==> config.mk <==
export PLATFORM = sky130hd
export DESIGN_NAME = frame_reverse_mem
export DESIGN_NICKNAME = d
export VERILOG_FILES = /design/src/rtl/frame_reverse_mem.sv
export SDC_FILE = /design/constraint.sdc
export NUM_CORES = 1
export LEC_CHECK = 0
export ABC_AREA = 1
export CAP_MARGIN = 10
export CORE_AREA = 8 8 100 102
export CTS_CLUSTER_SIZE = 16
export DETAILED_ROUTE_END_ITERATION = 8
export DIE_AREA = 0 0 108 110
export PLACE_DENSITY = 0.75
export SETUP_SLACK_MARGIN = 0.1
export SKIP_CTS_REPAIR_TIMING = 1
export SLEW_MARGIN = 20
export SYNTH_ARGS = -nofsm -noshare
export SYNTH_HDL_FRONTEND = slang
export SYNTH_SLANG_ARGS = --single-unit
==> constraint.sdc <==
create_clock -name clk -period 6 [get_ports clk]
set_input_delay 1.2 -clock clk [delete_from_list [all_inputs] [get_ports clk]]
set_output_delay 1.2 -clock clk [all_outputs]
set_load 0.02 [all_outputs]
==> src/rtl/frame_reverse_mem.sv <==
// frame_reverse_mem: block-reversal buffer.
// Each block of LEN samples written into one bank is read back in reverse
// order from the other bank while the next block is written. The output is
// therefore delayed by exactly one block. All state advances only when en=1.
`timescale 1ns/1ps

module frame_reverse_mem #(
  parameter int DW  = 8,
  parameter int LEN = 5,
  parameter int AW  = $clog2(LEN)
) (
  input  logic          clk,
  input  logic          rst_n,
  input  logic          en,
  input  logic [DW-1:0] din,
  output logic [DW-1:0] dout,
  output logic          dout_valid,
  output logic          dout_first
);

  // Index of the last sample in a block. The counter wraps here explicitly,
  // so non-power-of-two block lengths never see the unused counter codes.
  localparam logic [AW-1:0] LAST = AW'(LEN - 1);

  // Ping-pong sample storage. Deliberately not reset: the primed flag keeps
  // stale contents from ever reaching dout.
  logic [DW-1:0] mem [0:1][0:LEN-1];

  // Write-side control
  logic [AW-1:0] wcnt;
  logic          wbank;
  logic          primed;

  // Read-side combinational signals
  logic          wrap;
  logic          rbank;
  logic [AW-1:0] raddr;
  logic [DW-1:0] rdata_p0;
  logic          first_p0;

  // Read address mirrors the write address inside the opposite bank, so the
  // two banks never collide and the previous block comes out reversed.
  always_comb begin
    wrap     = (wcnt == LAST);
    rbank    = ~wbank;
    raddr    = LAST - wcnt;
    rdata_p0 = mem[rbank][raddr];
    first_p0 = primed & (wcnt == '0);
  end

  // Sample write into the active bank on enabled edges only.
  always_ff @(posedge clk) begin
    if (en) begin
      mem[wbank][wcnt] <= din;
    end
  end

  // Write counter, bank toggle and primed flag; primed sets once the first
  // complete block is in memory and stays set until reset.
  always_ff @(posedge clk or negedge rst_n) begin
    if (!rst_n) begin
      wcnt   <= '0;
      wbank  <= 1'b0;
      primed <= 1'b0;
    end else if (en) begin
      if (wrap) begin
        wcnt   <= '0;
        wbank  <= ~wbank;
        primed <= 1'b1;
      end else begin
        wcnt   <= wcnt + 1'b1;
      end
    end
  end

  // ---- stage p0 -> output register ----
  // Output register; data is forced to zero until primed so no uninitialised
  // memory word is ever visible. Everything holds when en=0.
  always_ff @(posedge clk or negedge rst_n) begin
    if (!rst_n) begin
      dout       <= '0;
      dout_valid <= 1'b0;
      dout_first <= 1'b0;
    end else if (en) begin
      dout       <= primed ? rdata_p0 : '0;
      dout_valid <= primed;
      dout_first <= first_p0;
    end
  end

endmodule

Word level (Yosys, flattened, before mapping)
Memory sizes are Yosys's and may differ from the RTL's.
Index checks and enable logic that the tools add are counted.
{"block": "totals", "reg_bits": 15, "ramBits": 80, "inputBits": 11, "output_inout_bits": 10, "memories": 1}
{"memory": "mem", "words": 2, "word_bits": 40, "rd": 1, "rd_ports_with_merged_regs": 0, "write_ports": 1, "line_no": "27", "source": "logic [DW-1:0] mem [0:1][0:LEN-1];"}
{"block": "op_classes", "addsub": 2, "n_lt_le_gt_ge": 3, "eq_ne": 1, "muxes": 9, "bitwise": 4, "n_reduce_logical": 3}
{"operator": "$mux 40", "n": 1}
{"operator": "$mux 8", "n": 4}
{"operator": "$bmux 8 s3", "n": 1}
{"operator": "$demux 8 s3", "n": 1}
{"operator": "$ge 4x4->1 const B", "n": 2}
{"operator": "$not 3->4", "n": 2}
{"operator": "$lt 4x1->1 const B", "n": 1}
{"operator": "$add 3x1->3 const B", "n": 1}
{"operator": "$eq 3x3->1 const B", "n": 1}
{"operator": "$logic_not 3->1", "n": 1}
{"operator": "$mux 3", "n": 1}
{"operator": "$sub 3x3->3 const A", "n": 1}
{"operator": "$reduce_and 2->1", "n": 1}
{"operator": "$and 1x1->1", "n": 1}
{"operator": "$logic_and 1x1->1", "n": 1}
{"operator": "$mux 1", "n": 1}
{"operator": "$not 1->1", "n": 1}

Logic depth before layout (Yosys ltp)
{"block": "depth", "word_depth": 6, "ltp_mapped": 10, "ltp_nobuf": 9}

Least setup slack after synthesis
No wires, ideal clock.
{"block": "synth_timing", "kind": "input -> register", "from": "input port en", "to": "memory mem[0][10] (netlist bit) (enable)", "setup_time_ps": 383, "arrival_ps": 2069, "path_slack_ps": 3547, "stages": 3, "n_path_buf": 1, "cell_sequence": "buf_2 nand2_1 nor3_1"}
{"block": "synth_between", "elab_chain_len": 2}
{"item": "start: declaration", "line_no": "14", "source": "input logic en,"}
{"item": "$mux 1", "line_no": "53", "source": "if (en) begin"}
{"item": "$mux 40 (not written as such)", "line_no": "54", "source": "mem[wbank][wcnt] <= din;"}
{"item": "end: declaration", "line_no": "27"}
Every way passes these cells.

Worst setup path after layout
{"block": "layout_timing", "from": "input port en", "to": "memory mem[0][2] (netlist bit) (enable)"}
The elaborated chain is that of the path after synthesis.

==> qor.yml <==
critical_path:
  critPathLaunchType: "input pin"
  worstPathMaxFanout: 12
  reg2regPathDepth: 8
  crit_arrival_ns: 2.99
  cpMaxStageDelayCell: "clkdlybuf4s50_1"
  critical_path_class: "input pin to flip-flop"
  worstPathRequired_ns: 5.99
  rr_endpoint: "dout[5]"
  rr_startpoint: "wcnt[0]"
  worstPathCellList: "clkdlybuf4s50_1, inv_1, nor2_1, nand3_1, nor2_1"
  max_stage_delay_ns: 0.62
  rrSetupSlack_ns: 3.39
  crit_top_cell: "nor2_1"
  end_kind: "flip-flop"
timing:
  final-hold-violation-count: 0
  setup-tns-final_ns: 0
  finClkSkew_ns: 0.00837
  rsz0062_at_grt: "no"
  min_period_ns: 2.99
  finalCritPeriodShare_pct: 49.9
  setup_ws_ns: 3.01
  slew_viol_final: 0
  tightest_slew_ns: 0.730
  setup-violations-final: 0
  fmax_mhz: 334
  slew_headroom_pct: 51.3
detailed_routing:
  initialDrtViolationCount: 217
  wl_per_cell_um: 15.4
  vias_per_cell: 5.02
  vias: 2645
  wirelength_mm: 8.11
  remaining_drc_errors: 0
  ant_nets: 0
  drt_pass1_iterations: 5
grt:
  grt_max_degree: 50
  grt_busiest_layer: "met2"
  grt_overflow: 0
  antenna_found_initial: 0
  grt_use_total_pct: 14.6
  grt_pass1_wl_mm: 13.2
  grt_pass1_vias: 2564
  met1_usage_pct: 18.5
  use_met3_pct: 3.60
  grtUsageMet2_pct: 23.5
yosys:
  synth_top_area_share_pct: 58.8
  synth_area_leaders: "edfxtp_1 59%, nand2_1 13%, dfrtp_1 9.2%"
  syn_inst: 398
  ys_seq_elements: 95
  synth_nets: 413
  yosysUniqueCellTypes: 23
  ys_async_sr_fraction_pct: 15.8
  avgSynthCellArea_um2: 10.3
  synth_edf_count: 80
  synth_ff_type: "edfxtp_1"
  yosysWarnings: 0
  netlist_area_um2: 4090
  synthTopCellsByCount: "144 x nand2_1, 80 x edfxtp_1, 57 x inv_1"
  synth.most_common_cell: "nand2_1"
  synth_seq_area_share_pct: 68.0
  yosys.area.top_type: "edfxtp_1"
hold_path:
  hold_class: "flip-flop to flip-flop"
  whs_endpoint: "primed"
  holdCritStartpoint: "primed"
  whs_path_depth: 2
placement:
  io_buffers: 20
  placed_area_um2: 4340
  place_congestion: 0.896
  hpwlAfterDp_mm: 5.54
  dp_slack_ns: 2.65
  place_inst: 511
pwr:
  power_density_nw_per_um2: 438
  p_leak_nw: 1.95
  vdd_ir_drop_max_uv: 154
floorplanning:
  start_util_pct: 48.3
  die_w_um: 108
  core_um2: 8470
  fp-row-count: 34
  die_h_um: 110
  dieArea_um2: 11900
  ios: 21
layout:
  final_cells: 527
  areaGrowthSynthToFinish_pct: 11.1
  fin_area_um2: 4540
  drive_above_1_share_pct: 5.01
  layout.nets: 429
  n_antenna_cell: 0
  fin_util_pct: 53.6
  multi_input_area_um2: 997
  nFillCells: 716
  seq_area_um2: 2780
clock_tree:
  htreeDepth: 3
  numCtsBuffers: 9
  clk_latency_ns: 0.35
  root_buffer: "clkbuf_8"
  clock-sinks: 95
  cts_tree: "done"
  cts.clk_slew.worst_paths_ns: 0.09
  clk_path_buf_depth: 2
run_status:
  status: "finished, final reports clean"
flow_run:
  drv_cap: 0
through the flow:
step                      total power [mW]  hold slack (ns)
after floorplan                       1.39            0.434
after global placement                1.57            0.455
after detailed placement              1.59            0.461
after CTS                             1.98            0.482
after global routing                  2.10            0.503
final                                 1.99            0.473
placed cells by master (no fill, tap or decap), types with 2 or more instances in the layout:
cell type / count
nor2_1: 12
nand3_1: 53
clkinv_4: 2
clkinv_1: 2
or2_1: 3
inv_1: 57
clkbuf_8: 9
dfrtp_1: 15
inv_2: 2
nor3_2: 3
clkbuf_1: 2
nand2_1: 144
a21oi_1: 2
clkdlybuf4s50_1: 20
edfxtp_1: 80
ha_1: 4
logic make-up after synthesis:
group,Yosys count,synth area share [%]
AND/OR/NAND/NOR,216,21.9
flip-flops,95,68.0
buffers and inverters,77,7.84
AO/OA/AOI/OAI,5,0.797
adder cells (fa/ha/maj),4,1.23
XOR/XNOR,1,0.214
critical path: cells and delay by family:
kind	cells	cell delay [ns]
AND/OR/NAND/NOR	3	0.93
buffers and inverters	2	0.86
cell type report:
| class | instances | area share (%) |
|---|---|---|
| clock buffer | 11 | 2.89 |
| clock inverter | 5 | 1.32 |
| inverter | 61 | 5.05 |
| multi-input combinational | 226 | 22.0 |
| sequential | 95 | 61.2 |
| tap | 108 | 2.98 |
| timing repair buffer | 21 | 4.58 |
power breakdown:
part / leakage (nW) / switching (mW) / internal (mW) / total (mW)
sequential: 0.905 / 0.0527 / 0.809 / 0.862
combinational: 0.956 / 0.491 / 0.233 / 0.723
clock: 0.0935 / 0.209 / 0.194 / 0.403
layer usage:
metal  part of all wire (%)  vias up
met5                      0        -
met4                    2.1        0
met3                    7.3       15
met2                     47      100
met1                     44     1231
li1                       -     1299
flip-flops by register name, summed over array words and instances, names as in the netlist:
register    flops
dout            8
dout_first      1
dout_valid      1
mem            80
primed          1
wbank           1
wcnt            3
worst max path at each step:
stage          from         end  slack, ns  cells past startpoint
2_1_floorplan    en  mem[0][10]       3.55                      3
3_3_place_gp     en   mem[1][3]       2.68                      5
3_5_place_dp     en   mem[1][3]       2.65                      5
4_1_cts          en  mem[0][32]       3.02                      5
5_1_grt          en  mem[0][34]       2.78                      5
6_report         en   mem[0][2]       3.01                      5
Power figures use the tool's default switching activity.
